### config.mk
export PLATFORM = sky130hd
export DESIGN_NAME = cve2_multdiv_issue
export DESIGN_NICKNAME = d
export VERILOG_FILES = /design/src/rtl/cve2_pkg.sv /design/src/rtl/cve2_multdiv_imd_regs.sv /design/src/rtl/cve2_multdiv_issue.sv
export SDC_FILE = /design/constraint.sdc
export NUM_CORES = 1
export LEC_CHECK = 0
export CAP_MARGIN = 20
export CORE_ASPECT_RATIO = 1.5
export CORE_MARGIN = 8
export CORE_UTILIZATION = 33
export CTS_BUF_LIST = sky130_fd_sc_hd__clkbuf_4
export DETAILED_ROUTE_END_ITERATION = 16
export GPL_ROUTABILITY_DRIVEN = 0
export PLACE_DENSITY = 0.86
export SKIP_LAST_GASP = 1
export SYNTH_ARGS = -nofsm -noshare
export SYNTH_HDL_FRONTEND = slang
export SYNTH_SLANG_ARGS = --single-unit
### constraint.sdc
create_clock -name clk_i -period 1.5 [get_ports clk_i]
set_input_delay 0.3 -clock clk_i [delete_from_list [all_inputs] [get_ports clk_i]]
set_output_delay 0.3 -clock clk_i [all_outputs]
set_load 0.005 [all_outputs]
### src/rtl/cve2_pkg.sv
// rtl/cve2_pkg.sv - shared cve2 types: multdiv operators, issue FSM states, RV32M funct3 decode
package cve2_pkg;

  typedef enum logic [1:0] {
    MD_OP_MULL = 2'd0,
    MD_OP_MULH = 2'd1,
    MD_OP_DIV  = 2'd2,
    MD_OP_REM  = 2'd3
  } md_op_e;

  typedef enum logic [1:0] {
    MD_IDLE  = 2'd0,
    MD_BUSY  = 2'd1,
    MD_DRAIN = 2'd2
  } md_issue_state_e;

  localparam logic [2:0] F3_MUL    = 3'b000;
  localparam logic [2:0] F3_MULH   = 3'b001;
  localparam logic [2:0] F3_MULHSU = 3'b010;
  localparam logic [2:0] F3_MULHU  = 3'b011;
  localparam logic [2:0] F3_DIV    = 3'b100;
  localparam logic [2:0] F3_DIVU   = 3'b101;
  localparam logic [2:0] F3_REM    = 3'b110;
  localparam logic [2:0] F3_REMU   = 3'b111;

  localparam int unsigned IMD_W = 34;

  typedef struct packed {
    md_op_e     op;
    logic [1:0] signed_mode;
  } md_decode_t;

  // signed_mode bit0 marks op_a as signed, bit1 marks op_b as signed
  function automatic md_decode_t md_decode(input logic [2:0] funct3);
    md_decode_t d;
    d.op          = MD_OP_MULL;
    d.signed_mode = 2'b00;
    case (funct3)
      F3_MUL:    begin d.op = MD_OP_MULL; d.signed_mode = 2'b00; end
      F3_MULH:   begin d.op = MD_OP_MULH; d.signed_mode = 2'b11; end
      F3_MULHSU: begin d.op = MD_OP_MULH; d.signed_mode = 2'b01; end
      F3_MULHU:  begin d.op = MD_OP_MULH; d.signed_mode = 2'b00; end
      F3_DIV:    begin d.op = MD_OP_DIV;  d.signed_mode = 2'b11; end
      F3_DIVU:   begin d.op = MD_OP_DIV;  d.signed_mode = 2'b00; end
      F3_REM:    begin d.op = MD_OP_REM;  d.signed_mode = 2'b11; end
      F3_REMU:   begin d.op = MD_OP_REM;  d.signed_mode = 2'b00; end
      default:   begin d.op = MD_OP_MULL; d.signed_mode = 2'b00; end
    endcase
    return d;
  endfunction

endpackage

### src/rtl/cve2_multdiv_imd_regs.sv
// rtl/cve2_multdiv_imd_regs.sv - two 34-bit engine intermediate registers with per-word write enables
module cve2_multdiv_imd_regs
  import cve2_pkg::*;
(
  input  logic                 clk_i,
  input  logic                 rst_i,
  input  logic [2*IMD_W-1:0]   imd_val_d_i,
  input  logic [1:0]           imd_val_we_i,
  output logic [2*IMD_W-1:0]   imd_val_q_o
);

  logic [2*IMD_W-1:0] imd_q;

  // Written independently of the issue FSM so the engine can iterate even while draining
  always_ff @(posedge clk_i) begin
    if (rst_i) begin
      imd_q <= '0;
    end else begin
      for (int k = 0; k < 2; k++) begin
        if (imd_val_we_i[k]) begin
          imd_q[k*IMD_W +: IMD_W] <= imd_val_d_i[k*IMD_W +: IMD_W];
        end
      end
    end
  end

  assign imd_val_q_o = imd_q;

endmodule

### src/rtl/cve2_multdiv_issue.sv
// rtl/cve2_multdiv_issue.sv - RV32M issue FSM: latches operands, drives the multdiv engine, returns writeback
module cve2_multdiv_issue
  import cve2_pkg::*;
(
  input  logic                 clk_i,
  input  logic                 rst_i,
  input  logic                 req_valid_i,
  output logic                 req_ready_o,
  input  logic [2:0]           req_funct3_i,
  input  logic [31:0]          req_op_a_i,
  input  logic [31:0]          req_op_b_i,
  input  logic [4:0]           req_rd_i,
  input  logic                 flush_i,
  output logic                 mult_en_o,
  output logic                 div_en_o,
  output logic                 mult_sel_o,
  output logic                 div_sel_o,
  output logic [1:0]           operator_o,
  output logic [1:0]           signed_mode_o,
  output logic [31:0]          op_a_o,
  output logic [31:0]          op_b_o,
  input  logic [2*IMD_W-1:0]   imd_val_d_i,
  input  logic [1:0]           imd_val_we_i,
  output logic [2*IMD_W-1:0]   imd_val_q_o,
  input  logic                 valid_i,
  input  logic [31:0]          result_i,
  output logic                 multdiv_ready_id_o,
  output logic                 wb_valid_o,
  input  logic                 wb_ready_i,
  output logic [4:0]           wb_rd_o,
  output logic [31:0]          wb_data_o,
  output logic                 busy_o
);

  md_issue_state_e state_q;
  md_op_e          operator_q;
  logic [1:0]      signed_mode_q;
  logic [31:0]     op_a_q;
  logic [31:0]     op_b_q;
  logic [4:0]      rd_q;
  logic            req_ready_q;
  logic            busy_q;
  logic            mult_q;
  logic            div_q;
  md_decode_t      dec;

  assign dec = md_decode(req_funct3_i);

  always_ff @(posedge clk_i) begin
    if (rst_i) begin
      state_q       <= MD_IDLE;
      operator_q    <= MD_OP_MULL;
      signed_mode_q <= 2'b00;
      op_a_q        <= '0;
      op_b_q        <= '0;
      rd_q          <= '0;
      req_ready_q   <= 1'b1;
      busy_q        <= 1'b0;
      mult_q        <= 1'b0;
      div_q         <= 1'b0;
    end else begin
      case (state_q)
        MD_IDLE: begin
          if (req_valid_i && !flush_i) begin
            state_q       <= MD_BUSY;
            operator_q    <= dec.op;
            signed_mode_q <= dec.signed_mode;
            op_a_q        <= req_op_a_i;
            op_b_q        <= req_op_b_i;
            rd_q          <= req_rd_i;
            req_ready_q   <= 1'b0;
            busy_q        <= 1'b1;
            mult_q        <= (dec.op == MD_OP_MULL) || (dec.op == MD_OP_MULH);
            div_q         <= (dec.op == MD_OP_DIV) || (dec.op == MD_OP_REM);
          end
        end
        MD_BUSY: begin
          // Flushing without a result must keep the engine enabled until it finishes
          if (flush_i && !valid_i) begin
            state_q <= MD_DRAIN;
          end else if (valid_i && (flush_i || wb_ready_i)) begin
            state_q     <= MD_IDLE;
            req_ready_q <= 1'b1;
            busy_q      <= 1'b0;
            mult_q      <= 1'b0;
            div_q       <= 1'b0;
          end
        end
        MD_DRAIN: begin
          if (valid_i) begin
            state_q     <= MD_IDLE;
            req_ready_q <= 1'b1;
            busy_q      <= 1'b0;
            mult_q      <= 1'b0;
            div_q       <= 1'b0;
          end
        end
        default: begin
          state_q     <= MD_IDLE;
          req_ready_q <= 1'b1;
          busy_q      <= 1'b0;
          mult_q      <= 1'b0;
          div_q       <= 1'b0;
        end
      endcase
    end
  end

  assign req_ready_o        = req_ready_q;
  assign busy_o             = busy_q;
  assign mult_en_o          = mult_q;
  assign mult_sel_o         = mult_q;
  assign div_en_o           = div_q;
  assign div_sel_o          = div_q;
  assign operator_o         = operator_q;
  assign signed_mode_o      = signed_mode_q;
  assign op_a_o             = op_a_q;
  assign op_b_o             = op_b_q;
  assign wb_rd_o            = rd_q;
  assign wb_data_o          = result_i;
  assign wb_valid_o         = (state_q == MD_BUSY) && valid_i && !flush_i;
  assign multdiv_ready_id_o = (state_q == MD_BUSY) ? wb_ready_i : (state_q == MD_DRAIN);

  cve2_multdiv_imd_regs u_imd_regs (
    .clk_i        (clk_i),
    .rst_i        (rst_i),
    .imd_val_d_i  (imd_val_d_i),
    .imd_val_we_i (imd_val_we_i),
    .imd_val_q_o  (imd_val_q_o)
  );

endmodule

==> results_dict.tcl, run 1 <==
set metrics [dict create \
    status "finished with violations" \
    violations "setup timing" \
    worstHoldPathType "in -> reg" \
    antenna_found_initial 1 \
    remaining_drc_errors 0 \
    synthArstFlopShare_pct 0 \
    synth-edff-count 0 \
    ir_worst_vdd_mv 0.5896 \
    drt-initial-drc-count 243 \
    synth_top_cell_by_area "dfxtp_1" \
    rr_worst_depth 4 \
    cts-htree-levels 4 \
    synthToLayoutAreaGrowth_pct 65.19 \
    cts_tree "built" \
    dr.pass1.iters 4 \
    cp_max_fo 4 \
    synth_warnings 0 \
    worst_slack_ns -0.1417 \
    clk_pin_slew_ns 0.13 \
    min_path_cells 2 \
    die_h_um 173.8 \
    wl_per_cell_um 17.00 \
    min_period_over_period_pct 109.4 \
    dieArea_mm2 0.02108 \
    p_leak_uw 0.003801 \
    syn_area_per_cell_um2 9.001 \
    grt_max_degree 72 \
    max_freq_ghz 0.6091 \
    core_mm2 0.01626 \
    skew_ns 0.01077 \
    ys_ff_latch 147 \
    worst_pin_slew_ns 0.3195 \
    antenna_left 0 \
    pre_cts_slack_ns -0.6017 \
    yosys-top-cells-area "dfxtp_1 (54%), mux2i_1 (13%), nand2_1 (9.8%)" \
    hold_viol 0 \
    finalHoldWorstSlack_ns 0.1018 \
    synthDistinctLibCells 29 \
    synth_top_cell_area_share_pct 53.69 \
    clockRootBuffer "clkbuf_4" \
    drv_cap 0 \
    max_slew_margin_pct 78.70 \
    rsz0062_at_grt "yes" \
    syn_area_mm2 0.005482 \
    pin_count 361 \
    die_w_um 121.2 \
    synth_nets 791 \
    critical_path_arrival_ns 1.34 \
    min_period_ns 1.642 \
    end_kind "primary output" \
    grt_pass1_wl_um 28120 \
    start_util_pct 33.71 \
    hpwl_um 14030 \
    setup_viol 78 \
    viasPerCell 4.669 \
    std_cell_rows 57 \
    cts_buffers 17 \
    grt_pass1_vias 5251 \
    grt_usage_pct 17.15 \
    gr-total-overflow 0 \
    start_kind "register" \
    fin_nets 1071 \
    port_buffers 296 \
    vias 5169 \
    cts_buffer_depth 2 \
    worstSkewPairLatency_ns 0.53 \
    synthesis.instances 609 \
    maxSlewViolCount 0 \
    wl_um 18820 \
    synth_flop_cell "dfxtp_1" \
    seq_area_frac_synth_pct 53.69 \
    critPathRequiredTime_ns 1.20 \
    path_class "reg -> out" \
    p_per_area_mw_per_mm2 916.0 \
    clock_sinks 147 \
    drive_gt1_share_pct 26.33 \
]
-- synth_stat cells (2+ instances only) --
library cell and count:
buf_6 5, o211ai_1 2, a21oi_1 76, buf_1 2, a21o_1 2, dfxtp_1 147
nand2_1 143, buf_2 13, buf_4 34, nor2_1 71, inv_1 2, nor3_1 2
nor2b_1 2, ha_1 2, nand4_1 2, clkbuf_1 21, nand2b_1 2, mux2i_1 69
a211oi_1 2
-- worst paths after layout --
| check | start | endpoint | slack, ns |
|---|---|---|---|
| max reg2reg | state_q[1] | op_b_o[12] | -0.13 |
| min reg2reg | op_a_o[22] | op_a_o[22] | 0.45 |
| min | rst_i | u_imd_regs.imd_val_q_o[52] | 0.10 |
| max | state_q[0] | wb_valid_o | -0.14 |
-- metrics by stage --
stage	std cells	utilization, %	TNS [ns]	total power, uW	cell area (um^2)
floorplan	609	-	0	4869	5482
finish	1107	55.69	-8.049	8294	9055
global route	1107	55.69	-11.32	8698	9055
detailed placement	1067	52.77	-40.29	5822	8581
CTS	1101	55.36	-7.259	8379	9001
global placement	1067	52.77	-37.79	5788	8581
-- layout make-up --
cell class	count	area, um^2
Clock buffer	17	127.6
Inverter	2	7.507
Clock inverter	13	161.4
Tap cell	206	257.7
Sequential cell	147	3093
Multi-Input combinational cell	385	2111
Antenna cell	1	2.502
Timing Repair Buffer	336	3294
Fill cell	1438	7206
-- timing repair --
item                       CTS  global route
gates cloned                 0             3
resized for setup          372            98
hold buffers                 0             0
pin swaps                    0             4
buffers inserted             4             3
setup endpoints to repair  225           160
-- cell usage in the layout, fill, tap and decap left out, types with 3 or more instances in the layout --
cell             instances
buf_2                    5
dfxtp_2                117
buf_12                  10
buf_6                    3
a21oi_2                  3
bufinv_16                3
clkinvlp_4               3
a21oi_1                 73
clkdlybuf4s15_1        104
mux2i_1                 69
clkbuf_16                3
dlygate4sd2_1            6
clkbuf_2                28
nor2_1                  71
clkbuf_4                17
clkdlybuf4s50_1        144
dfxtp_1                 29
buf_4                   24
nand2_1                142
clkdlybuf4s15_2          8
-- layer usage --
metal | share of wire (%) | global-route usage, %
met1 | 33 | 15.18
met2 | 53 | 30.92
met3 | 8.7 | 6.651
met4 | 5.3 | 11.72
met5 | 0 | 0
-- where the power goes --
group,internal [uW],switching (uW),total [uW]
Clock,1140,1450,2590
Combinational,877,572,1450
Sequential,4150,106,4250
Total,6160,2130,8290
-- registers in the layout (all words and copies together), names as in the netlist --
register / cells
op_b_o: 32
busy_o: 1
operator_o: 2
mult_en_o: 1
u_imd_regs.imd_val_q_o: 68
signed_mode_o: 2
wb_rd_o: 5
req_ready_o: 1
state_q: 2
div_en_o: 1
op_a_o: 32
-- critical path, cell delays in order, from the launching register on --
cell	delay [ns]
dfxtp_4	0.39
nor2b_4	0.15
and3b_1	0.15
buf_2	0.11
-- cell families after synthesis --
group,Yosys count,synth area share [%]
compound gates,85,8.057
fa+ha+maj,2,0.4564
buf+inv,77,8.582
flops,147,53.69
mux,69,12.60
simple gates,229,16.62
No activity file was read; power rests on OpenSTA's default activity.
==> run 2, diff against run 1 <==
Settings changed: GPL_TIMING_DRIVEN set to 0.
==> run 2 against run 1 <==
Against the previous run:
- the run still ends with setup timing left
- sequential power is essentially flat
- register-to-register slack got worse by 0.08 ns
- die area is the same
- via count increased by 12%
- cell count increased by 10%
- clock power down 7%
- fmax shrank 3.8%
- clock skew is 0.011 ns higher
- critical path depth rose by 3
- combinational power is 34% higher
- cell area grew 16%
- critical path type is now reg -> reg
- highest routed layer unchanged
==> results_dict.tcl, run 2 (same netlist as run 1, synthesis figures left out) <==
set metrics [dict create \
    clk_pin_slew_ns 0.16 \
    grt_usage_pct 19.60 \
    status "finished with violations" \
    r2r-end "op_b_o[8]" \
    grt_max_degree 17 \
    remaining_drc_errors 0 \
    max_freq_ghz 0.5858 \
    pin_count 361 \
    hpwl_um 16240 \
    worstHoldPathType "in -> reg" \
    holdBufCountCts 0 \
    multi_input_area_mm2 0.002665 \
    worstSkewPairLatency_ns 0.51 \
    drv_cap 0 \
    clock_sinks 147 \
    cp_max_fo 6 \
    die_w_um 121.2 \
    ir_worst_vdd_mv 0.5681 \
    start_util_pct 33.71 \
    end_kind "register" \
    gr-total-overflow 0 \
    die_h_um 173.8 \
    min_path_cells 2 \
    cts_tree "built" \
    layout_commonest_cell "clkdlybuf4s50_1" \
    critical_path_arrival_ns 2.07 \
    maxSlewViolCount 0 \
    hp-start "rst_i" \
    worst_slack_ns -0.2071 \
    cts-htree-levels 4 \
    dr.pass1.iters 4 \
    viasPerCell 4.749 \
    worst_pin_slew_ns 0.7599 \
    wl_um 23320 \
    crit-reg2reg-launch "state_q[0]" \
    holdPathEnd "u_imd_regs.imd_val_q_o[33]" \
    cts_buffers 17 \
    cts_buffer_depth 2 \
    grt_pass1_vias 5925 \
    core_mm2 0.01626 \
    drive_gt1_share_pct 36.29 \
    wl_per_cell_um 19.09 \
    fin_nets 1183 \
    skew_ns 0.02223 \
    drt-initial-drc-count 239 \
    antenna_left 0 \
    rr_worst_depth 6 \
    hold_viol 0 \
    clockRootBuffer "clkbuf_4" \
    min_period_ns 1.707 \
    rsz0062_at_grt "yes" \
    r2r_slack_ns -0.21 \
    synthToLayoutAreaGrowth_pct 92.45 \
    p_per_area_mw_per_mm2 816.2 \
    start_kind "register" \
    dieArea_mm2 0.02108 \
    min_period_over_period_pct 113.8 \
    violations "setup timing" \
    setup_viol 78 \
    regArea_mm2 0.003082 \
    fillers 1319 \
    layout_common_cells "clkdlybuf4s50_1 (176), dfxtp_2 (105), dlygate4sd2_1 (94), nand2_1 (79), nor2_1 (71)" \
    utilization_pct 64.87 \
    p_leak_uw 0.004764 \
    vias 5803 \
    antenna_found_initial 2 \
    grt_pass1_wl_um 32170 \
    finalHoldWorstSlack_ns 0.1961 \
    path_class "reg -> reg" \
    largest_register_ffs 68 \
    port_buffers 325 \
    std_cell_rows 57 \
    max_slew_margin_pct 49.34 \
    critPathRequiredTime_ns 1.86 \
]
[run 2: stage by stage]
step                      cell area, um^2  setup slack (ns)  std cells  power (uW)  TNS (ns)
after detailed placement             8992           -0.7448       1140        5952    -50.88
after global routing                10550           -0.2423       1222        9004    -15.57
after global placement               8992           -0.7215       1140        5912    -48.95
after CTS                            9838           -0.2017       1197        8442    -10.96
after floorplan                      5482          0.008768        609        4869         0
final                               10550           -0.2071       1222        8611    -12.12
[run 2: where the power goes]
part	switching [uW]	internal [uW]
combinational	782	1160
clock	1540	858
sequential	128	4150
total	2450	6160
[run 2: layer usage]
layer	vias up	part of all wire (%)	GRT usage (%)
li1	2737	-	-
met1	2728	33	17.82
met2	274	54	36.70
met3	64	7.8	6.228
met4	0	5.2	11.31
met5	-	0	0
[run 2: layout make-up]
class,instances,area share [%]
Antenna cell,2,0.04744
Buffer,72,5.492
Clock buffer,18,1.281
Clock inverter,14,1.210
Inverter,2,0.07117
Multi-Input combinational cell,385,25.26
Sequential cell,147,29.21
Tap cell,206,2.443
Timing Repair Buffer,376,34.98
[run 2: worst max-delay path, stage by stage, from the launching register on]
cell     delay, ns
dfxtp_4       0.39
buf_6         0.12
or4b_4        0.60
buf_12        0.18
buf_8         0.13
nand2_1       0.07
a21oi_1       0.07
[run 2: what timing repair did]
item / in CTS / in global routing
setup endpoints to repair: 226 / 148
setup buffers: 21 / 22
gates cloned: 5 / 4
pin swaps: 71 / 51
resized for setup: 359 / 196
[run 2: worst max-delay path by stage]
| stage | end | startpoint | slack (ns) | cells past startpoint |
|---|---|---|---|---|
| 6_report | op_b_o[8] | state_q[0] | -0.21 | 6 |
| 5_1_grt | op_a_o[20] | state_q[0] | -0.24 | 6 |
| 4_1_cts | wb_valid_o | state_q[0] | -0.20 | 3 |
| 3_5_place_dp | signed_mode_o[1] | flush_i | -0.74 | 6 |
| 3_3_place_gp | op_b_o[22] | flush_i | -0.72 | 6 |
| 2_1_floorplan | op_a_o[19] | state_q[1] | 0.009 | 6 |
